$ cat config.mk
export PLATFORM = sky130hd
export DESIGN_NAME = vga_sync_gen
export DESIGN_NICKNAME = d
export VERILOG_FILES = /design/src/rtl/vga_sync_gen.sv
export SDC_FILE = /design/constraint.sdc
export NUM_CORES = 1
export LEC_CHECK = 0
export ABC_AREA = 1
export CAP_MARGIN = 5
export CORE_ASPECT_RATIO = 2
export CORE_MARGIN = 2
export CORE_UTILIZATION = 55
export CTS_CLUSTER_DIAMETER = 150
export DETAILED_ROUTE_END_ITERATION = 12
export DONT_BUFFER_PORTS = 1
export HOLD_SLACK_MARGIN = 0.06
export PLACE_DENSITY = 0.71
export SYNTH_ARGS = -nofsm -noshare
export SYNTH_HDL_FRONTEND = slang
export SYNTH_SLANG_ARGS = --single-unit
$ cat constraint.sdc
create_clock -name clk -period 1.1 [get_ports clk]
set_input_delay 0.165 -clock clk [delete_from_list [all_inputs] [get_ports clk]]
set_output_delay 0.165 -clock clk [all_outputs]
set_load 0.1 [all_outputs]
$ cat src/rtl/vga_sync_gen.sv
`default_nettype none
// ============================================================================
//  Module      : vga_sync_gen
//  Description : 640x480@60 pixel-timing generator with render-latency
//                aligned sync/blanking output register.
//  Revision    : 1.0 - initial release
// ============================================================================
module vga_sync_gen #(
    parameter int H_ACTIVE = 640,
    parameter int H_FP     = 16,
    parameter int H_SYNC   = 96,
    parameter int H_BP     = 48,
    parameter int V_ACTIVE = 480,
    parameter int V_FP     = 10,
    parameter int V_SYNC   = 2,
    parameter int V_BP     = 33,
    parameter bit SYNC_POL = 1'b0,
    parameter int PIPE_DLY = 2
) (
    input  logic        clk,
    input  logic        rst,
    input  logic        pix_en,
    output logic [9:0]  x,
    output logic [9:0]  y,
    output logic        de,
    output logic        frame_start,
    input  logic [11:0] rgb_in,
    output logic        hsync,
    output logic        vsync,
    output logic [3:0]  r,
    output logic [3:0]  g,
    output logic [3:0]  b
);

    // Timing landmarks in counter width so every compare is 10-bit.
    localparam logic [9:0] c_h_active = 10'(H_ACTIVE);
    localparam logic [9:0] c_h_sync_s = 10'(H_ACTIVE + H_FP);
    localparam logic [9:0] c_h_sync_e = 10'(H_ACTIVE + H_FP + H_SYNC);
    localparam logic [9:0] c_h_last   = 10'(H_ACTIVE + H_FP + H_SYNC + H_BP - 1);
    localparam logic [9:0] c_v_active = 10'(V_ACTIVE);
    localparam logic [9:0] c_v_sync_s = 10'(V_ACTIVE + V_FP);
    localparam logic [9:0] c_v_sync_e = 10'(V_ACTIVE + V_FP + V_SYNC);
    localparam logic [9:0] c_v_last   = 10'(V_ACTIVE + V_FP + V_SYNC + V_BP - 1);

    logic [9:0]  r_h_cnt;
    logic [9:0]  r_v_cnt;
    logic        r_frame_start;
    logic        r_hsync;
    logic        r_vsync;
    logic [11:0] r_rgb;

    logic        w_de;
    logic        w_hs_raw;
    logic        w_vs_raw;
    logic [2:0]  w_dly;     // {de, hs, vs} aligned with the returning colour

    // Horizontal/vertical position counters, advanced only on pixel ticks.
    always_ff @(posedge clk) begin
        if (rst) begin
            r_h_cnt <= '0;
            r_v_cnt <= '0;
        end else if (pix_en) begin
            if (r_h_cnt == c_h_last) begin
                r_h_cnt <= '0;
                if (r_v_cnt == c_v_last) begin
                    r_v_cnt <= '0;
                end else begin
                    r_v_cnt <= r_v_cnt + 10'd1;
                end
            end else begin
                r_h_cnt <= r_h_cnt + 10'd1;
            end
        end
    end

    // Raw (undelayed) timing decodes of the current counter position.
    assign w_de     = (r_h_cnt < c_h_active) && (r_v_cnt < c_v_active);
    assign w_hs_raw = (r_h_cnt >= c_h_sync_s) && (r_h_cnt < c_h_sync_e);
    assign w_vs_raw = (r_v_cnt >= c_v_sync_s) && (r_v_cnt < c_v_sync_e);

    generate
        if (PIPE_DLY == 0) begin : g_bypass
            // Render returns colour combinationally; no alignment needed.
            assign w_dly = {w_de, w_hs_raw, w_vs_raw};
        end else begin : g_pipe
            logic [2:0] r_stage [PIPE_DLY];

            // Shift timing flags along with the render pipeline, one stage per tick.
            always_ff @(posedge clk) begin
                if (rst) begin
                    for (int i = 0; i < PIPE_DLY; i++) begin
                        r_stage[i] <= '0;
                    end
                end else if (pix_en) begin
                    r_stage[0] <= {w_de, w_hs_raw, w_vs_raw};
                    for (int i = 1; i < PIPE_DLY; i++) begin
                        r_stage[i] <= r_stage[i-1];
                    end
                end
            end

            assign w_dly = r_stage[PIPE_DLY-1];
        end
    endgenerate

    // Pin register: polarity-adjusted sync and blanked colour.
    always_ff @(posedge clk) begin
        if (rst) begin
            r_hsync <= ~SYNC_POL;
            r_vsync <= ~SYNC_POL;
            r_rgb   <= 12'h000;
        end else if (pix_en) begin
            r_hsync <= w_dly[1] ~^ SYNC_POL;
            r_vsync <= w_dly[0] ~^ SYNC_POL;
            r_rgb   <= w_dly[2] ? rgb_in : 12'h000;
        end
    end

    // One-clk pulse following the tick that wraps the counters to (0,0).
    always_ff @(posedge clk) begin
        if (rst) begin
            r_frame_start <= 1'b0;
        end else begin
            r_frame_start <= pix_en && (r_h_cnt == c_h_last) && (r_v_cnt == c_v_last);
        end
    end

    assign x           = r_h_cnt;
    assign y           = r_v_cnt;
    assign de          = w_de;
    assign frame_start = r_frame_start;
    assign hsync       = r_hsync;
    assign vsync       = r_vsync;
    assign r           = r_rgb[11:8];
    assign g           = r_rgb[7:4];
    assign b           = r_rgb[3:0];

endmodule
`default_nettype wire

==> run_results.csv, run 1 <==
group,metric,value,unit
status,status,"did not finish",
status,flow.stopped_at,"4_1_cts",
status,first-error,"[ERROR DPL-0038] Utilization greater than 100%, impossible to legalize",
floorplanning,ios,51,
synthesis,ys_types,28,
clocking,cts_inserted_buffers,5,
place,port_buffers,0,
synthesis,avgSynthCellArea,8.48,um^2
floorplanning,row_count,30,
synthesis,ys_dominant_reg_cell,"dfxtp_1",
clocking,root_buffer,"clkbuf_8",
clocking,postCtsSetupRepairBufs,13,
place,hpwlAfterDp,3.73,mm
floorplanning,die_x,45.5,um
synthesis,ys_async_sr_fraction,0,%
synthesis,synth_cells,223,
clocking,h-tree-depth,2,
floorplanning,die_h,86.9,um
synthesis,yosysSeqAreaShare,46.6,%
synthesis,syn_nets,242,
clocking,cts_resized,81,
synthesis,netlist_area,0.00189,mm^2
clocking,cts.path.max_buffers,2,
clocking,hold_buffers,14,
floorplanning,start_util,56.6,%
synthesis,synth-seq-cells,41,
synthesis,synth_edf_count,6,
place,postPlaceCellArea,0.00274,mm^2
place,gp_congestion,0.842,
synthesis,synth_warnings,0,
clocking,clkSinkCount,41,
cells by family after synthesis:
logic type | share of synthesized area [%]
adder cells (fa/ha/maj) | 2.65
buffers and inverters | 6.35
XOR/XNOR | 4.17
flip-flops | 46.6
AO/OA/AOI/OAI | 11.6
AND/OR/NAND/NOR | 28.7
per-stage QoR:
stage	hold slack, ps	util (%)	cells	TNS [ps]	setup WS, ps
after floorplan	332	-	223	-5910	-342
after global placement	229	82.1	313	-2620	-251
after detailed placement	231	82.1	313	-3510	-299
cells in the mapped netlist (2+ instances only):
cell	number	area (um^2)
a21oi_1	12	60.1
a32o_1	12	120
buf_2	3	15.0
clkbuf_1	2	7.51
dfxtp_1	35	701
edfxtp_1	6	180
ha_1	4	50.1
inv_1	17	63.8
inv_2	6	22.5
nand2_1	36	135
nand2_2	4	25.0
nand3_1	15	75.1
nand3_2	2	20.0
nand4_1	3	18.8
nor2_1	30	113
nor2_2	3	18.8
nor2_4	4	45.0
nor3_1	7	35.0
o21ai_0	4	20.0
o21ai_1	2	10.0
xor2_1	9	78.8
==> run 2: changes to the inputs <==
==> config.mk (replaced) <==
export PLATFORM = sky130hd
export DESIGN_NAME = vga_sync_gen
export DESIGN_NICKNAME = d
export VERILOG_FILES = /design/src/rtl/vga_sync_gen.sv
export SDC_FILE = /design/constraint.sdc
export NUM_CORES = 1
export LEC_CHECK = 0
export ABC_AREA = 1
export CAP_MARGIN = 5
export CORE_MARGIN = 2
export CORE_UTILIZATION = 40
export DETAILED_ROUTE_END_ITERATION = 12
export DONT_BUFFER_PORTS = 1
export PLACE_DENSITY_LB_ADDON = 0.15
export SYNTH_ARGS = -nofsm -noshare
export SYNTH_HDL_FRONTEND = slang
export SYNTH_SLANG_ARGS = --single-unit
==> constraint.sdc (replaced) <==
create_clock -name clk -period 1.4 [get_ports clk]
set_input_delay 0.21 -clock clk [delete_from_list [all_inputs] [get_ports clk]]
set_output_delay 0.21 -clock clk [all_outputs]
set_load 0.1 [all_outputs]
==> run_results.csv, run 2 <==
group,metric,value,unit
status,status,"finished, final reports clean",
worst_setup_path,cp-startpoint,"y[5]",
global_routing,antenna_found_initial,0,
place,place_inst,308,
worst_setup_path,reg2reg_depth,8,
clocking,cts.path.max_buffers,2,
synthesis,avgSynthCellArea,8.48,um^2
clocking,h-tree-depth,2,
sta,rsz0062_at_grt,"yes",
synthesis,ys_dominant_reg_cell,"dfxtp_1",
place,postPlaceCellArea,0.00238,mm^2
power,p_leak,1.11,nW
floorplanning,die_area,0.00530,mm^2
synthesis,yosys.area.top_type,"dfxtp_1",
cells_and_area,final_cells,328,
synthesis,synth_warnings,0,
clocking,clock_latency,300,ps
global_routing,grt_max_degree,17,
worst_setup_path,critPathMaxFanout,2,
synthesis,yosys-top-cells-area,"dfxtp_1, edfxtp_1, nand2_1",
worst_setup_path,endpoint,"de",
worst_setup_path,critPathRequiredTime,1190,ps
detailed_routing,firstDrtPassIters,4,
worst_setup_path,r2r_slack,40,ps
synthesis,netlist_area,0.00189,mm^2
cells_and_area,diodes,0,
floorplanning,start_util,40.9,%
synthesis,yosysSeqAreaShare,46.6,%
detailed_routing,post-route-drc-count,0,
detailed_routing,vias,1660,
worst_setup_path,arrival,1170,ps
synthesis,synth_cells,223,
floorplanning,die_h,72.8,um
synthesis,yosysMostFrequentCell,"nand2_1",
worst_setup_path,criticalPathCategory,"register to primary output",
detailed_routing,wirelength,4.44,mm
detailed_routing,ant_nets,0,
cells_and_area,layout_common_cells,"buf_4, nand2_1, nor2_1",
cells_and_area,layout_commonest_cell,"buf_4",
clocking,clkSinkCount,41,
worst_setup_path,cp_slowest_cell,"dfxtp_4",
clocking,cts_inserted_buffers,5,
worst_setup_path,r2r_start,"x[0]",
sta,setup_viol_count_final,0,
power,power.internal,1.70,mW
synthesis,ys_types,28,
clocking,clkTransAtPathRegs,80,ps
place,hpwlAfterDp,3.13,mm
global_routing,grt-ovfl-total,0,
clocking,cts_tree,"done",
sta,slew_viol_final,0,
floorplanning,die_x,72.8,um
detailed_routing,first_iter_violations,62,
sta,relSlewSlack,56.6,%
worst_setup_path,crit_chain,"nand2_4 -> nor3_4 -> nor2_4 -> buf_12",
place,port_buffers,0,
detailed_routing,wl_per_cell,13.5,um
cells_and_area,nets,292,
sta,tightest_slew,649,ps
worst_setup_path,critPathCaptureType,"primary output",
global_routing,grt.total_usage,18.4,%
cells_and_area,largest_register,"r_rgb",
hold_path,hp-class,"primary input to register",
worst_setup_path,slowest_delay,370,ps
power,seqPwrFrac,52.0,%
detailed_routing,vias_per_cell,5.06,
floorplanning,design.core.area,0.00463,mm^2
synthesis,synth_common_cells,"nand2_1, dfxtp_1, nor2_1, inv_1, nand3_1",
worst_setup_path,critPathLaunchType,"register",
worst_setup_path,r2r-end,"y[3]",
synthesis,synth_top_area_share,37.0,%
place,gp_congestion,0.781,
power,pwr-share-clk,38.2,%
floorplanning,ios,51,
synthesis,synth-seq-cells,41,
run,drv_cap,0,
sta,hold_violations,0,
power,p_per_area,874,mW/mm^2
hold_path,hold_start,"rst",
power,combPwrFrac,9.7,%
sta,fin_crit,1380,ps
synthesis,synth_edf_count,6,
power,switching_share,26.6,%
floorplanning,row_count,25,
synthesis,ys_async_sr_fraction,0,%
global_routing,first_global_vias,1548,
synthesis,syn_nets,242,
sta,fin_crit_sh,98.8,%
sta,skew,8.22,ps
power,power,2.32,mW
clocking,root_buffer,"clkbuf_8",
power,switchingPower,0.618,mW
global_routing,grt_pass1_wl,7.36,mm
cells_and_area,fin_area,0.00266,mm^2
sta,final.setup.tns,0,ps
power,ir_worst_vdd,0.545,mV
cells_and_area,largest_reg_flops,12,
cells_and_area,drive_gt1_share,43.8,%
cells_and_area,synthToLayoutAreaGrowth,40.4,%
sta,fmax,723,MHz
## run 2: worst min-delay path by stage
stage           endpoint  cells past startpoint
6_report            y[7]                      3
5_1_grt             y[7]                      3
4_1_cts             y[7]                      3
3_5_place_dp        y[4]                      1
3_3_place_gp        y[1]                      1
2_1_floorplan  r_rgb[10]                      1
## run 2: cells by family (layout without fill, tap and decap cells)
| group | Yosys count | in the layout | synth area share (%) |
|---|---|---|---|
| adder cells (fa/ha/maj) | 4 | 4 | 2.65 |
| XOR/XNOR | 9 | 9 | 4.17 |
| AO/OA/AOI/OAI | 31 | 31 | 11.6 |
| flip-flops | 41 | 41 | 46.6 |
| buffers and inverters | 30 | 81 | 6.35 |
| AND/OR/NAND/NOR | 108 | 108 | 28.7 |
## run 2: what timing repair did
action	4_1_cts	5_1_grt
setup buffers	3	8
hold buffers	1	0
endpoints found under the hold margin	13	0
setup endpoints to repair	1	11
resized for setup	4	16
pin swaps	3	6
## run 2: through the flow
stage	setup slack (ps)	util, %	hold slack [ps]
6_report	16.3	57.4	41.7
5_1_grt	-35.0	57.4	47.5
4_1_cts	-14.5	54.8	55.5
3_5_place_dp	31.5	51.5	274
3_3_place_gp	96.0	51.5	272
2_1_floorplan	-94.0	-	378
## run 2: critical path: cells and delay by family, from the launching register on
family | cells | cell delay (ps)
flops | 1 | 370
buf+inv | 1 | 160
simple gates | 3 | 330
## run 2: layout make-up
type | instances | area [um^2]
Clock inverter | 2 | 15.0
Timing Repair Buffer | 49 | 424
Clock buffer | 6 | 93.8
Inverter | 24 | 92.6
Multi-Input combinational cell | 152 | 1010
Fill cell | 413 | 1970
Tap cell | 54 | 67.6
Sequential cell | 41 | 951
## run 2: power by group through the flow
| stage | sequential, mW | combinational, mW | clock, mW |
|---|---|---|---|
| final | 1.21 | 0.226 | 0.887 |
| after detailed placement | 1.24 | 0.211 | 0 |
| after floorplan | 1.35 | 0.0635 | 0 |
| after global routing | 1.21 | 0.239 | 0.974 |
| after global placement | 1.24 | 0.210 | 0 |
| after CTS | 1.21 | 0.220 | 0.931 |
## run 2: metal layers
metal,part of all wire (%),global-route usage [%],vias up
met5,0,0,-
met4,1.3,8.85,0
met3,6.2,4.42,4
met2,48,27.8,52
met1,44,24.6,754
li1,-,-,850
Power figures use the tool's default switching activity.
